File: src/rtl/leds_racer_pkg.sv
// Shared definitions for the racer LED path: WS2812 timing at 50 MHz,
// the GRB colour type, the frame driver state encoding and width helpers.
package leds_racer_pkg;

    localparam int WS_NUM_LEDS  = 110;
    localparam int WS_T0H_CLK   = 20;
    localparam int WS_T1H_CLK   = 40;
    localparam int WS_TBIT_CLK  = 63;
    localparam int WS_LATCH_CLK = 15000;

    typedef logic [23:0] grb_t;

    typedef enum logic [2:0] {
        IDLE,
        FETCH,
        LOAD,
        SEND,
        LATCH
    } drv_state_t;

    // Pixel index width; a single-LED strip still needs a one-bit address.
    function automatic int addr_width(input int n);
        return (n > 1) ? $clog2(n) : 1;
    endfunction

    // Counter width covering the larger of two cycle bounds.
    function automatic int cnt_width(input int a, input int b);
        int m;
        m = (a > b) ? a : b;
        return (m > 1) ? $clog2(m) : 1;
    endfunction

endpackage

File: src/rtl/ws2812_frame_driver_if.sv
// Renderer <-> frame driver connection: start pulse, pixel fetch and strip outputs.
// The renderer side is the master, the frame driver is the slave.
interface ws2812_frame_driver_if
    import leds_racer_pkg::*;
#(
    parameter int NUM_LEDS = WS_NUM_LEDS
);
    localparam int AW = addr_width(NUM_LEDS);

    logic          update_frame;
    logic          pixel_req;
    logic [AW-1:0] pixel_addr;
    grb_t          pixel_data;
    logic          leds_line;
    logic          busy;
    logic          frame_done;

    modport master (
        output update_frame,
        output pixel_data,
        input  pixel_req,
        input  pixel_addr,
        input  leds_line,
        input  busy,
        input  frame_done
    );

    modport slave (
        input  update_frame,
        input  pixel_data,
        output pixel_req,
        output pixel_addr,
        output leds_line,
        output busy,
        output frame_done
    );

endinterface

File: src/rtl/ws2812_bit_encoder.sv
// Produces the WS2812 high/low waveform of one bit period at a time.
// The line level is registered from the upcoming count value, so the line
// follows the encoder's own count with no extra cycle of lag.
module ws2812_bit_encoder #(
    parameter int T0H_CLK  = 20,
    parameter int T1H_CLK  = 40,
    parameter int TBIT_CLK = 63,
    parameter int CW       = 6
) (
    input  logic clk,
    input  logic rst_n,
    input  logic i_start,
    input  logic i_bit,
    output logic o_line,
    output logic o_bit_done
);

    logic [CW-1:0] r_clk_cnt;
    logic          r_active;
    logic          r_line;
    logic [CW-1:0] w_high_len;
    logic [CW-1:0] w_cnt_inc;
    logic          w_last;

    assign w_high_len = i_bit ? CW'(T1H_CLK) : CW'(T0H_CLK);
    assign w_cnt_inc  = r_clk_cnt + CW'(1);
    assign w_last     = r_active && (r_clk_cnt == CW'(TBIT_CLK - 1));

    // Bit period counter and registered line level; a start restarts the period even on the last count.
    always_ff @(posedge clk or negedge rst_n) begin
        if (!rst_n) begin
            r_clk_cnt <= '0;
            r_active  <= 1'b0;
            r_line    <= 1'b0;
        end else if (i_start) begin
            r_clk_cnt <= '0;
            r_active  <= 1'b1;
            r_line    <= (w_high_len != '0);
        end else if (w_last) begin
            r_clk_cnt <= '0;
            r_active  <= 1'b0;
            r_line    <= 1'b0;
        end else if (r_active) begin
            r_clk_cnt <= w_cnt_inc;
            r_line    <= (w_cnt_inc < w_high_len);
        end
    end

    assign o_line     = r_line;
    assign o_bit_done = w_last;

endmodule

File: src/rtl/ws2812_frame_driver.sv
// Walks the strip one pixel at a time: fetch colour, load it, shift its 24 bits
// out MSB first through the bit encoder, then hold the line low for the latch gap.
module ws2812_frame_driver
    import leds_racer_pkg::*;
#(
    parameter int NUM_LEDS  = WS_NUM_LEDS,
    parameter int T0H_CLK   = WS_T0H_CLK,
    parameter int T1H_CLK   = WS_T1H_CLK,
    parameter int TBIT_CLK  = WS_TBIT_CLK,
    parameter int LATCH_CLK = WS_LATCH_CLK
) (
    input  logic                  clk,
    input  logic                  rst_n,
    ws2812_frame_driver_if.slave  bus
);

    localparam int AW = addr_width(NUM_LEDS);
    localparam int CW = cnt_width(TBIT_CLK, LATCH_CLK);

    if (T0H_CLK >= T1H_CLK || T1H_CLK >= TBIT_CLK || NUM_LEDS < 1) begin : g_bad_params
        $error("ws2812_frame_driver: need T0H_CLK < T1H_CLK < TBIT_CLK and NUM_LEDS >= 1");
    end

    drv_state_t    r_state;
    drv_state_t    w_state_next;
    logic [AW-1:0] r_idx;
    grb_t          r_shreg;
    logic [4:0]    r_bit_cnt;
    logic [CW-1:0] r_latch_cnt;
    logic          r_busy;
    logic          r_frame_done;

    logic          w_accept;
    logic          w_enc_start;
    logic          w_enc_bit;
    logic          w_enc_line;
    logic          w_bit_done;
    logic          w_last_bit;
    logic          w_last_led;
    logic          w_latch_end;

    // A start is only taken in IDLE and never in the cycle that reports the previous frame done.
    assign w_accept    = (r_state == IDLE) && bus.update_frame && !r_frame_done;
    assign w_last_bit  = (r_bit_cnt == 5'd23);
    assign w_last_led  = (r_idx == AW'(NUM_LEDS - 1));
    assign w_latch_end = (r_latch_cnt == CW'(LATCH_CLK - 1));

    ws2812_bit_encoder #(
        .T0H_CLK  (T0H_CLK),
        .T1H_CLK  (T1H_CLK),
        .TBIT_CLK (TBIT_CLK),
        .CW       (CW)
    ) u_bit_encoder (
        .clk        (clk),
        .rst_n      (rst_n),
        .i_start    (w_enc_start),
        .i_bit      (w_enc_bit),
        .o_line     (w_enc_line),
        .o_bit_done (w_bit_done)
    );

    // State register.
    always_ff @(posedge clk or negedge rst_n) begin
        if (!rst_n) begin
            r_state <= IDLE;
        end else begin
            r_state <= w_state_next;
        end
    end

    // Next state plus encoder control; a new bit starts from fresh pixel data in LOAD or from the next shreg bit in SEND.
    always_comb begin
        w_state_next = r_state;
        w_enc_start  = 1'b0;
        w_enc_bit    = r_shreg[23];
        case (r_state)
            IDLE: begin
                if (w_accept) begin
                    w_state_next = FETCH;
                end
            end
            FETCH: begin
                w_state_next = LOAD;
            end
            LOAD: begin
                w_state_next = SEND;
                w_enc_start  = 1'b1;
                w_enc_bit    = bus.pixel_data[23];
            end
            SEND: begin
                if (w_bit_done) begin
                    if (w_last_bit) begin
                        w_state_next = w_last_led ? LATCH : FETCH;
                    end else begin
                        w_enc_start = 1'b1;
                        w_enc_bit   = r_shreg[22];
                    end
                end
            end
            LATCH: begin
                if (w_latch_end) begin
                    w_state_next = IDLE;
                end
            end
            default: begin
                w_state_next = IDLE;
            end
        endcase
    end

    // Pixel index, shift register, bit and latch counters, busy and the frame-done pulse.
    always_ff @(posedge clk or negedge rst_n) begin
        if (!rst_n) begin
            r_idx        <= '0;
            r_shreg      <= '0;
            r_bit_cnt    <= '0;
            r_latch_cnt  <= '0;
            r_busy       <= 1'b0;
            r_frame_done <= 1'b0;
        end else begin
            r_frame_done <= 1'b0;
            case (r_state)
                IDLE: begin
                    if (w_accept) begin
                        r_idx  <= '0;
                        r_busy <= 1'b1;
                    end
                end
                LOAD: begin
                    r_shreg   <= bus.pixel_data;
                    r_bit_cnt <= '0;
                end
                SEND: begin
                    if (w_bit_done) begin
                        r_shreg   <= r_shreg << 1;
                        r_bit_cnt <= r_bit_cnt + 5'd1;
                        if (w_last_bit) begin
                            r_latch_cnt <= '0;
                            if (!w_last_led) begin
                                r_idx <= r_idx + AW'(1);
                            end
                        end
                    end
                end
                LATCH: begin
                    if (w_latch_end) begin
                        r_latch_cnt  <= '0;
                        r_frame_done <= 1'b1;
                        r_busy       <= 1'b0;
                    end else begin
                        r_latch_cnt <= r_latch_cnt + CW'(1);
                    end
                end
                default: begin
                end
            endcase
        end
    end

    assign bus.pixel_req  = (r_state == FETCH);
    assign bus.pixel_addr = r_idx;
    assign bus.leds_line  = w_enc_line;
    assign bus.busy       = r_busy;
    assign bus.frame_done = r_frame_done;

endmodule

File: src/flat_wrapper.sv
// flat-port wrapper written by rule: the top's interface ports become plain ports
module ws2812_frame_driver_flat import leds_racer_pkg::*;
#(
    parameter int NUM_LEDS  = WS_NUM_LEDS,
    parameter int T0H_CLK   = WS_T0H_CLK,
    parameter int T1H_CLK   = WS_T1H_CLK,
    parameter int TBIT_CLK  = WS_TBIT_CLK,
    parameter int LATCH_CLK = WS_LATCH_CLK
)
  (clk, rst_n, bus_update_frame, bus_pixel_data, bus_pixel_req, bus_pixel_addr, bus_leds_line, bus_busy, bus_frame_done);
  ws2812_frame_driver_if #(.NUM_LEDS(NUM_LEDS)) bus_i ();
  input  logic clk;
  input  logic rst_n;
  input wire logic [$bits(bus_i.update_frame)-1:0] bus_update_frame;
  input wire logic [$bits(bus_i.pixel_data)-1:0] bus_pixel_data;
  output wire logic [$bits(bus_i.pixel_req)-1:0] bus_pixel_req;
  output wire logic [$bits(bus_i.pixel_addr)-1:0] bus_pixel_addr;
  output wire logic [$bits(bus_i.leds_line)-1:0] bus_leds_line;
  output wire logic [$bits(bus_i.busy)-1:0] bus_busy;
  output wire logic [$bits(bus_i.frame_done)-1:0] bus_frame_done;
  assign bus_i.update_frame = bus_update_frame;
  assign bus_i.pixel_data = bus_pixel_data;
  assign bus_pixel_req = bus_i.pixel_req;
  assign bus_pixel_addr = bus_i.pixel_addr;
  assign bus_leds_line = bus_i.leds_line;
  assign bus_busy = bus_i.busy;
  assign bus_frame_done = bus_i.frame_done;
  ws2812_frame_driver #(.NUM_LEDS(NUM_LEDS), .T0H_CLK(T0H_CLK), .T1H_CLK(T1H_CLK), .TBIT_CLK(TBIT_CLK), .LATCH_CLK(LATCH_CLK)) u_core (.clk(clk), .rst_n(rst_n), .bus(bus_i));
endmodule
File: config.mk
export PLATFORM = sky130hd
export DESIGN_NAME = ws2812_frame_driver_flat
export DESIGN_NICKNAME = d
export VERILOG_FILES = /design/src/rtl/leds_racer_pkg.sv /design/src/rtl/ws2812_frame_driver_if.sv /design/src/rtl/ws2812_bit_encoder.sv /design/src/rtl/ws2812_frame_driver.sv /design/src/flat_wrapper.sv
export SDC_FILE = /design/constraint.sdc
export NUM_CORES = 1
export LEC_CHECK = 0
export ABC_AREA = 1
export CORE_MARGIN = 1
export CORE_UTILIZATION = 48
export CTS_CLUSTER_SIZE = 20
export DETAILED_ROUTE_END_ITERATION = 7
export PLACE_DENSITY = 0.67
export SYNTH_ARGS = -nofsm -noshare
export SYNTH_HDL_FRONTEND = slang
export SYNTH_HIERARCHICAL = 1
export SYNTH_SLANG_ARGS = --single-unit
File: constraint.sdc
create_clock -name clk -period 2.8 [get_ports clk]
set_input_delay 0.56 -clock clk [delete_from_list [all_inputs] [get_ports clk]]
set_output_delay 0.56 -clock clk [all_outputs]
set_load 0.05 [all_outputs]
Yosys cells after proc, flatten, opt, wreduce, memory -nomap -nowiden
Index checks and enable logic that the tools add are counted.
Word-level totals
  bits in registers: 71
  output and inout port bits: 11
  logic and storage cells: 84
Operators by class
  add/subtract/negate cells: 4
  order comparisons: 1
  equal/unequal tests: 13
  mux-type cells: 39
  reductions and logical operators: 17
Operators by type and width (count)
  14-bit 2-to-1 mux: 6
  24-bit case mux with 2 select lines: 1
  14-bit by 1-bit adder with 14-bit output, second input constant: 2
  7-bit 2-to-1 mux: 4
  14-bit case mux with 2 select lines: 1
  24-bit 2-to-1 mux: 1
  3-bit 2-to-1 mux: 5
  3-bit case mux with 5 select lines: 1
  14-bit == test, second input constant: 1
  14-bit by 6-bit == test with 1-bit output, second input constant: 1
  14-bit < comparator: 1
  7-bit case mux with 2 select lines: 1
  14-bit nonzero test: 1
  1-bit 2-to-1 mux: 13
  5-bit case mux with 2 select lines: 1
  2-bit nonzero test: 5
  7-bit by 1-bit adder with 7-bit output, second input constant: 1
  7-bit == test, second input constant: 1
  3-bit by 2-bit == test with 1-bit output, second input constant: 2
  6-bit 2-to-1 mux: 1
  2-bit by 1-bit inequality test with 1-bit output, second input constant: 3
  1-bit case mux with 2 select lines: 3
  3-bit AND reduction: 2
  5-bit by 1-bit adder with 5-bit output, second input constant: 1
  other kinds (12): 15

Depth between registers and ports, before layout
Gate-level depths: netlist of the first run.
  depth in word-level cells: 9
  depth in mapped cells: 17

By module
Netlist of the first run, hierarchy kept.
By module, submodules not included
  ws2812_frame_driver: instances 1, cells each 416, area each 3389.5 um2, sequential area each 1376.3 um2
  ws2812_bit_encoder: instances 1, cells each 154, area each 1112.3 um2, sequential area each 400.4 um2

Worst setup path before layout of the first run
OpenSTA, ideal clock, no wires.
  path kind: register to register
  start: register u_core.u_bit_encoder.r_clk_cnt[8]
  end: register u_core.u_bit_encoder.r_line (netlist: u_core/u_bit_encoder/o_line)
  data arrival time: 2.652 ns
  setup slack: 0.074 ns
  stages on the path, launching flop included: 16
  cell sequence: dfrtp_1 nor4_1 nand3_1 nor4_1 nand2_1 a21oi_1 o21ai_0 nand2_1 inv_1 ha_1 a21o_1 nor2_1 nand3_1 nor2_1 nand3_1 a21oi_2
On the way
  longest elaborated chain between the ends: 9
  elaborated cells on any way between the ends: 14
  classes of those cells: 1 x add/sub; 1 x order compare; 1 x eq/ne; 8 x mux; 3 x reduce/logical
RTL lines
  start, declared: line ws2812_bit_encoder.sv:18  | logic [CW-1:0] r_clk_cnt;
  start signal, assigned: line ws2812_bit_encoder.sv:44  | r_clk_cnt <= w_cnt_inc;
  14-bit by 6-bit == test with 1-bit output *: line ws2812_bit_encoder.sv:27  | assign w_last = r_active && (r_clk_cnt == CW'(TBIT_CLK - 1));
  1-bit logical AND *: line ws2812_bit_encoder.sv:27
  named net u_core.w_bit_done: line ws2812_frame_driver.sv:37  | logic w_bit_done;
  1-bit 2-to-1 mux *: line ws2812_frame_driver.sv:91  | if (w_bit_done) begin
  1-bit case mux with 2 select lines *: line ws2812_frame_driver.sv:76  | case (r_state)
  named net u_core.w_enc_bit: line ws2812_frame_driver.sv:35  | logic w_enc_bit;
  6-bit 2-to-1 mux *: line ws2812_bit_encoder.sv:25  | assign w_high_len = i_bit ? CW'(T1H_CLK) : CW'(T0H_CLK);
  14-bit < comparator: line ws2812_bit_encoder.sv:45  | r_line <= (w_cnt_inc < w_high_len);
  1-bit 2-to-1 mux: line ws2812_bit_encoder.sv:43  | end else if (r_active) begin
  1-bit 2-to-1 mux: line ws2812_bit_encoder.sv:39  | end else if (w_last) begin
  1-bit 2-to-1 mux *: line ws2812_bit_encoder.sv:35  | end else if (i_start) begin
  end signal, assigned: line ws2812_bit_encoder.sv:38  | r_line <= (w_high_len != '0);
  end signal, assigned: line ws2812_bit_encoder.sv:45
  end, declared: line ws2812_bit_encoder.sv:20  | logic r_line;
Mark *: on every way through the listed nets, which the timed path passes. The rest lies on a longest branch. The select of a mux whose other input is x is not followed.
A chain may end at the register's enable or synchronous reset.

Final worst setup path of the first run
  start: register u_core.u_bit_encoder.r_clk_cnt[9]
  end: register u_core.u_bit_encoder.r_line (netlist: u_core/u_bit_encoder/o_line)
Same word-level chain as after synthesis.

==> run summary, run 1 <==
===========================================================================
GRT Overall Usage ............................................        20.6%
Horizontal extent of the die .................................      98.8 um
GRT overflow .................................................            0
Critical path class ..........................................      reg2reg
Hold Crit Class ..............................................     in2async
Design Area, Final ...........................................    5180 um^2
Effective utilization at floorplan ...........................        50.6%
Worst clock skew .............................................      11.5 ps
Main synth FF type ........................................... sky130_fd_sc_hd__dfrtp_1
Die Footprint ................................................    9770 um^2
Clk slew on worst S/H paths ..................................        80 ps
Clock period minus worst slack ...............................      2680 ps
Total nets after synthesis ...................................          606
Worst R2R Start .............................................. u_core/u_bit_encoder/r_clk_cnt[9]
Nets .........................................................          649
Unrepaired setup endpoints after global routing ..............         true
Largest fanout of any net on the critical path ...............            3
Count of antenna diodes in the layout ........................            0
Antenna violations before repair .............................            0
Area of the core region ......................................    8890 um^2
Number of cells on the worst reg-to-reg path .................           16
Number of routed nets with antenna violations ................            0
Area occupied by multi-input gates ...........................    2320 um^2
Global placer's final weighted congestion ....................        0.903
Worst-case vdd ir drop .......................................     0.245 mV
Number of rows in the core area ..............................           34
Number of fill cells in the layout ...........................          794
Worst slew slack as a fraction of its limit ..................        59.8%
Comb power frac ..............................................         6.1%
Number of sinks driven by the clock tree .....................           71
Number of setup violations in the final report ...............            0
Count of buffers from port buffering .........................           37
Root Buffer Master ........................................... sky130_fd_sc_hd__clkbuf_8
Part of the Yosys area used for sequential elements ..........        39.5%
1st-pass router iterations ...................................            4
Synthesized area divided by synthesized cell count ...........    7.90 um^2
Part of the power in the clock network .......................        41.0%
Data arrival, critical path ..................................      2960 ps
Number of global-route vias before repair ....................        3,507
Internal power component .....................................      1530 uW
Warnings from Yosys ..........................................            6
DP Cell Count ................................................          707
Longest Clk Path Bufs ........................................            2
Data required time at the worst endpoint .....................      3070 ps
Part of the power in registers ...............................        52.9%
Proportion of total power due to net switching ...............        22.7%
Clk Latency, worst-skew pair .................................       340 ps
Non-Filler Instances .........................................          726
Vertical extent of the die ...................................      98.8 um
Launching element type of the critical path ..................     register
First-pass GRT wire length ...................................    16,200 um
Share of the clock period used by the worst path .............        95.8%
Mapped Area ..................................................    4500 um^2
Count of final max-slew check failures .......................            0
Routed vias ..................................................        3,810
Run status ................................................... finished, final reports clean
Ratio of total power to cell area ............................  383 nW/um^2
Area grow syn2layout .........................................        15.1%
I/O pin count ................................................           38
Max Clk Rate .................................................      373 MHz
Average vias per placed instance .............................         5.25
Maximum number of pins on one net before global-route repair .           54
Half-perimeter wire length after detailed placement ..........      6720 um
Clock buffer count from CTS ..................................            9
Reg2Reg Setup Slack ..........................................       120 ps
Static leakage power .........................................   0.00241 uW
Number of enable flip-flop cells after synthesis .............            0
Slew @ Worst Pin .............................................       603 ps
Number of unique standard cell types used by synthesis .......           44
Area after detailed placement ................................    4920 um^2
Destination of the worst register-to-register timing path .... u_core/u_bit_encoder/o_line
Total wirelength of the detailed-routed design ...............      9370 um
Syn Inst Count ...............................................          570
Synth async-reset ratio ......................................         100%
Endpoint type of the worst setup path ........................     register
Count of unresolved DRC violations after routing .............            0
Detailed Route Iter0 Violations ..............................          170
Number of max-cap violations .................................            0
Cts hold-fix bufs ............................................            0
Switching power of the nets ..................................       450 uW
Final hold violation count ...................................            0
H-tree levels ................................................            3
CTS tree .....................................................        built
Number of register bits inferred by synthesis ................           71
Register area ................................................    1780 um^2
Share of post-route cells with drive strength above 1 ........        17.0%
Detail-routed net length per standard cell ...................      12.9 um
===========================================================================
area by class of cell:
type	count	area share [%]
flip-flops and latches	71	34.3
clock buffers	10	2.66
well taps	108	2.61
repair buffers	47	8.74
clock inverters	6	1.16
inverters	78	5.70
multi-input cells	406	44.8
worst max path at each step:
stage / from / to / cells after the start / slack [ps]
floorplan: u_core/u_bit_encoder/r_clk_cnt[8] / u_core/u_bit_encoder/o_line / 15 / 70
global placement: u_core/u_bit_encoder/r_clk_cnt[6] / u_core/u_bit_encoder/o_line / 16 / 50
detailed placement: u_core/u_bit_encoder/r_clk_cnt[6] / u_core/u_bit_encoder/o_line / 16 / 50
CTS: u_core/u_bit_encoder/r_clk_cnt[6] / u_core/u_bit_encoder/o_line / 16 / 10
global route: u_core/u_bit_encoder/r_clk_cnt[9] / u_core/u_bit_encoder/o_line / 16 / -60
finish: u_core/u_bit_encoder/r_clk_cnt[9] / u_core/u_bit_encoder/o_line / 16 / 120
cells in the mapped netlist (2+ instances only):
| cell type | number | area (um^2) |
|---|---|---|
| sky130_fd_sc_hd__o211ai_1 | 3 | 22.5 |
| sky130_fd_sc_hd__buf_2 | 4 | 20.0 |
| sky130_fd_sc_hd__buf_4 | 5 | 37.5 |
| sky130_fd_sc_hd__inv_2 | 2 | 7.51 |
| sky130_fd_sc_hd__o211ai_2 | 20 | 250 |
| sky130_fd_sc_hd__xnor2_1 | 3 | 26.3 |
| sky130_fd_sc_hd__nand4_1 | 14 | 87.6 |
| sky130_fd_sc_hd__buf_6 | 2 | 22.5 |
| sky130_fd_sc_hd__nor3_1 | 3 | 15.0 |
| sky130_fd_sc_hd__o21ai_0 | 28 | 140 |
| sky130_fd_sc_hd__nor4_1 | 3 | 18.8 |
| sky130_fd_sc_hd__nand2_2 | 4 | 25.0 |
| sky130_fd_sc_hd__nand2_1 | 154 | 578 |
| sky130_fd_sc_hd__nor2_1 | 51 | 191 |
| sky130_fd_sc_hd__o21ai_1 | 2 | 10.0 |
| sky130_fd_sc_hd__clkinv_1 | 2 | 7.51 |
| sky130_fd_sc_hd__a21oi_2 | 2 | 17.5 |
| sky130_fd_sc_hd__nor2_2 | 4 | 25.0 |
| sky130_fd_sc_hd__o22ai_1 | 8 | 50.1 |
| sky130_fd_sc_hd__buf_12 | 3 | 60.1 |
| sky130_fd_sc_hd__ha_1 | 9 | 113 |
| sky130_fd_sc_hd__nand2_4 | 4 | 45.0 |
| sky130_fd_sc_hd__xor2_1 | 5 | 43.8 |
| sky130_fd_sc_hd__nor2_4 | 2 | 22.5 |
| sky130_fd_sc_hd__o21ai_2 | 22 | 193 |
| sky130_fd_sc_hd__inv_1 | 73 | 274 |
| sky130_fd_sc_hd__a21oi_1 | 3 | 15.0 |
| sky130_fd_sc_hd__dfrtp_1 | 71 | 1780 |
| sky130_fd_sc_hd__nand3_1 | 47 | 235 |
| sky130_fd_sc_hd__nand3_2 | 3 | 30.0 |
stage by stage:
step	hold slack [ps]	total power (uW)	utilization [%]	setup WS, ps	TNS (ps)
finish	218	1980	58.3	117	0
global route	257	2080	58.3	-55.4	-55.4
CTS	230	2020	57.6	10.4	0
detailed placement	490	1190	55.4	50.3	0
global placement	474	1190	55.4	53.7	0
floorplan	264	1110	-	74.3	0
cells by family after synthesis:
group,count (synthesis),share of synthesized area [%]
AND/OR/NAND/NOR,296,30.1
buffers and inverters,93,9.78
AO/OA/AOI/OAI,91,16.0
flip-flops,71,39.5
XOR/XNOR,9,1.92
adder cells (fa/ha/maj),9,2.50
multiplexers,1,0.222
power groups by stage:
stage                     clock (uW)  combinational (uW)  sequential (uW)
after floorplan                    0                44.0             1070
after global placement             0                 119             1070
after detailed placement           0                 121             1070
after CTS                        853                 122             1050
after global routing             894                 138             1050
final                            814                 121             1050
registers in the layout, indices dropped and copies added, names as in the netlist:
signal	flops
u_core/r_state	3
u_core/bus.pixel_addr	7
u_core/u_bit_encoder/r_clk_cnt	14
u_core/r_shreg	24
u_core/r_bit_cnt	5
u_core/u_bit_encoder/o_line	1
u_core/bus.frame_done	1
u_core/r_latch_cnt	14
u_core/u_bit_encoder/r_active	1
u_core/bus.busy	1
critical path, stage by stage, from the launching register on:
cell and delay, ps:
sky130_fd_sc_hd__dfrtp_1 410, sky130_fd_sc_hd__nor4_2 300, sky130_fd_sc_hd__nand3_1 130, sky130_fd_sc_hd__nor4_2 330
sky130_fd_sc_hd__buf_4 180, sky130_fd_sc_hd__nand2_4 50, sky130_fd_sc_hd__a21oi_2 120, sky130_fd_sc_hd__o21ai_1 70
sky130_fd_sc_hd__nand2_1 110, sky130_fd_sc_hd__inv_2 70, sky130_fd_sc_hd__ha_4 210, sky130_fd_sc_hd__a21o_1 150
sky130_fd_sc_hd__nor2_1 80, sky130_fd_sc_hd__nand3_1 70, sky130_fd_sc_hd__nor2_1 100, sky130_fd_sc_hd__nand3_1 90
sky130_fd_sc_hd__a21oi_2 130
timing repair:
item | 4_1_cts | 5_1_grt
resized for setup | 0 | 10
endpoints found under the setup margin | 0 | 1
endpoints found under the hold margin | 0 | 0
buffers inserted | 0 | 3
metal layers:
metal / global-route usage [%] / vias to the layer above / share of wire, %
li1: - / 1950 / -
met3: 3.12 / 14 / 3.8
met4: 8.15 / 0 / 1.8
met2: 32.5 / 74 / 46
met1: 28.4 / 1772 / 48
met5: 0 / - / 0
cells in the final DEF (no fill, tap or decap), drive strengths merged, types with 3 or more instances in the layout:
cell | synthesis | layout
clkinv | 2 | 4
o21ai | 52 | 52
clkbuf | 1 | 10
nand4 | 15 | 15
nor4 | 3 | 3
nand3 | 51 | 51
o22ai | 8 | 8
xor2 | 6 | 6
ha | 9 | 9
buf | 14 | 11
nor3 | 4 | 4
o211ai | 23 | 23
nor2 | 57 | 57
inv | 76 | 77
clkdlybuf4s50 | 0 | 36
xnor2 | 3 | 3
dfrtp | 71 | 71
a21oi | 5 | 5
nand2 | 163 | 163
Note: power is estimated with default switching activity, not from simulation.
==> run 2: changes to the inputs <==
Settings changed: CAP_MARGIN from default to 20, DONT_BUFFER_PORTS from default to 1, PLACE_DENSITY 0.67 to 0.61, SKIP_CTS_REPAIR_TIMING from default to 1.
==> run 2 against run 1 <==
Against the previous run: sequential cell count is the same; largest power group unchanged; power grew 0.83%; via count shrank 2.8%.
==> run summary, run 2 (synthesized netlist as in run 1, its figures left out) <==
=====================================================================================
Run status ............................................................. finished, final reports clean   unchanged
Antenna violations before repair .......................................            0   unchanged
Detailed Route Iter0 Violations ........................................          154   was 170
Final hold violation count .............................................            0   unchanged
Ratio of total power to cell area ......................................  414 nW/um^2   was 383 nW/um^2
Final hold slack .......................................................      61.0 ps   was 218 ps
Worst-case vdd ir drop .................................................     0.266 mV   was 0.245 mV
Clk slew on worst S/H paths ............................................        80 ps   about the same
Endpoint type of the worst setup path ..................................     register   unchanged
Met1 usage .............................................................        28.3%   was 28.4%
Effective utilization at floorplan .....................................        50.6%   unchanged
Max Clk Rate ...........................................................      376 MHz   was 373 MHz
Routed vias ............................................................        3,703   was 3,810
Area of the core region ................................................    8890 um^2   unchanged
Met3 capacity usage during global routing ..............................        4.82%   was 3.12%
Launching element type of the critical path ............................     register   unchanged
Unrepaired setup endpoints after global routing ........................         true   unchanged
Hold Crit Class ........................................................     in2async   unchanged
1st-pass router iterations .............................................            5   was 4
Area occupied by multi-input gates .....................................    2330 um^2   was 2320 um^2
Data required time at the worst endpoint ...............................      3060 ps   was 3070 ps
Data arrival, critical path ............................................      2920 ps   was 2960 ps
Longest Clk Path Bufs ..................................................            2   unchanged
Slowest cell on crit path .............................................. sky130_fd_sc_hd__dfrtp_1   unchanged
Nets ...................................................................          612   was 649
Maximum number of pins on one net before global-route repair ...........           72   was 54
Clock buffer count from CTS ............................................            9   unchanged
Global placer's final weighted congestion ..............................        0.852   was 0.903
Half-perimeter wire length after detailed placement ....................      6600 um   was 6720 um
Max FFs per register ...................................................           24   unchanged
Most crowded layer after global routing ................................         met2   unchanged
Worst clock skew .......................................................      17.1 ps   was 11.5 ps
Top Registers .......................................................... u_core/r_shreg: 24 flops, u_core/r_latch_cnt: 14 flops, u_core/u_bit_encoder/r_clk_cnt: 14 flops   unchanged
Critical path class ....................................................      reg2reg   unchanged
Worst slew slack as a fraction of its limit ............................        57.1%   was 59.8%
Average vias per placed instance .......................................         5.37   was 5.25
Number of fill cells in the layout .....................................          837   was 794
Number of sinks driven by the clock tree ...............................           71   unchanged
Area grow syn2layout ...................................................        7.45%   was 15.1%
Total Power ............................................................      2000 uW   was 1980 uW
H-tree levels ..........................................................            3   unchanged
Detail-routed net length per standard cell .............................      13.6 um   was 12.9 um
Largest register by flop count ......................................... u_core/r_shreg   unchanged
DP Cell Count ..........................................................          672   was 707
Horizontal extent of the die ...........................................      98.8 um   unchanged
Static leakage power ...................................................   0.00228 uW   was 0.00241 uW
Share of post-route cells with drive strength above 1 ..................        17.2%   was 17.0%
Largest fanout of any net on the critical path .........................            3   unchanged
Number of setup violations in the final report .........................            0   unchanged
Cells traversed along the worst timing path ............................ nor4_2 > nand3_1 > nor4_4 > nand2_1 > a21oi_2 > o21ai_1 > nand2_1 > inv_2 > ha_1 > nand2_1 > nand2_1 > nand2_1 > nand2_1 > nor2_2 > nand3_1 > a21oi_2   was nor4_2 > nand3_1 > nor4_2 > buf_4 > nand2_4 > a21oi_2 > o21ai_1 > nand2_1 > inv_2 > ha_4 > a21o_1 > nor2_1 > nand3_1 > nor2_1 > nand3_1 > a21oi_2
Number of rows in the core area ........................................           34   unchanged
Register area ..........................................................    1780 um^2   unchanged
Number of global-route vias before repair ..............................        3,544   was 3,507
Total wirelength of the detailed-routed design .........................      9400 um   was 9370 um
Vertical extent of the die .............................................      98.8 um   unchanged
Count of final max-slew check failures .................................            0   unchanged
GRT overflow ...........................................................            0   unchanged
Non-Filler Instances ...................................................          689   was 726
Family with the most delay on the worst path ........................... simple AND/OR/NAND/NOR gates   unchanged
Most frequent standard cell in the layout excluding fill and tap cells . sky130_fd_sc_hd__nand2_1   unchanged
I/O pin count ..........................................................           38   unchanged
Clk Latency, worst-skew pair ...........................................       340 ps   about the same
Count of unresolved DRC violations after routing .......................            0   unchanged
Cell with the most instances on the worst path ......................... sky130_fd_sc_hd__nand2_1   was sky130_fd_sc_hd__nand3_1
Number of routed nets with antenna violations ..........................            0   unchanged
Clock period minus worst slack .........................................      2660 ps   was 2680 ps
Share of the clock period used by the worst path .......................        94.9%   was 95.8%
GRT Overall Usage ......................................................        20.9%   was 20.6%
Count of antenna diodes in the layout ..................................            0   unchanged
CTS tree ...............................................................        built   unchanged
Commonest cells after routing, fill and taps aside ..................... sky130_fd_sc_hd__nand2_1 (154), sky130_fd_sc_hd__inv_1 (72), sky130_fd_sc_hd__dfrtp_1 (71)   was sky130_fd_sc_hd__nand2_1 (152), sky130_fd_sc_hd__inv_1 (72), sky130_fd_sc_hd__dfrtp_1 (71)
Die Footprint ..........................................................    9770 um^2   unchanged
Slew @ Worst Pin .......................................................       644 ps   was 603 ps
First-pass GRT wire length .............................................    16,400 um   was 16,200 um
Root Buffer Master ..................................................... sky130_fd_sc_hd__clkbuf_8   unchanged
Count of buffers from port buffering ...................................            0   was 37
Met2 usage .............................................................        33.8%   was 32.5%
Delay of the slowest critical-path stage ...............................       390 ps   was 410 ps
Number of max-cap violations ...........................................            0   unchanged
Buf+Inv Stages, Crit Path ..............................................            1   was 2
=====================================================================================
-- run 2: final timing paths --
check	end	depth (start not counted)	slack, ps	start
worst max-delay path	u_core/u_bit_encoder/o_line	16	140	u_core/u_bit_encoder/r_clk_cnt[9]
worst max register to register	u_core/u_bit_encoder/o_line	16	140	u_core/u_bit_encoder/r_clk_cnt[9]
worst min-delay path	u_core/r_latch_cnt[6]	1	60	rst_n
min in group clk	u_core/r_shreg[0]	2	350	bus_pixel_data[0]
worst min register to register	u_core/r_latch_cnt[1]	2	510	u_core/r_latch_cnt[1]
max in group asynchronous	u_core/u_bit_encoder/r_clk_cnt[11]	1	2380	rst_n
-- run 2: layout make-up --
type | instances | share of cell area [%]
clock inverter | 4 | 1.45
multi-input combinational | 406 | 48.2
inverter | 78 | 6.10
timing repair buffer | 10 | 1.97
sequential | 71 | 36.7
clock buffer | 12 | 2.79
tap | 108 | 2.79
-- run 2: routing by layer --
metal	up-vias	share of wire, %
met3	6	5.6
li1	1878	-
met1	1743	47
met2	76	47
met5	-	0
met4	0	0.88
-- run 2: report_power, final --
| group | total (uW) | switching [uW] | internal (uW) |
|---|---|---|---|
| combinational | 74.9 | 48.2 | 26.8 |
| sequential | 1050 | 9.17 | 1040 |
| clock | 873 | 373 | 501 |
| total | 2000 | 430 | 1570 |
-- run 2: through the flow --
stage | util, % | instance area, um^2 | setup TNS (ps) | setup WS, ps
final | 54.4 | 4840 | 0 | 143
after global routing | 54.4 | 4840 | -71.5 | -71.5
after CTS | 53.6 | 4770 | -0.372 | -0.372
after detailed placement | 51.3 | 4560 | 0 | 52.1
after global placement | 51.3 | 4560 | 0 | 107
after floorplan | - | 4500 | 0 | 74.3
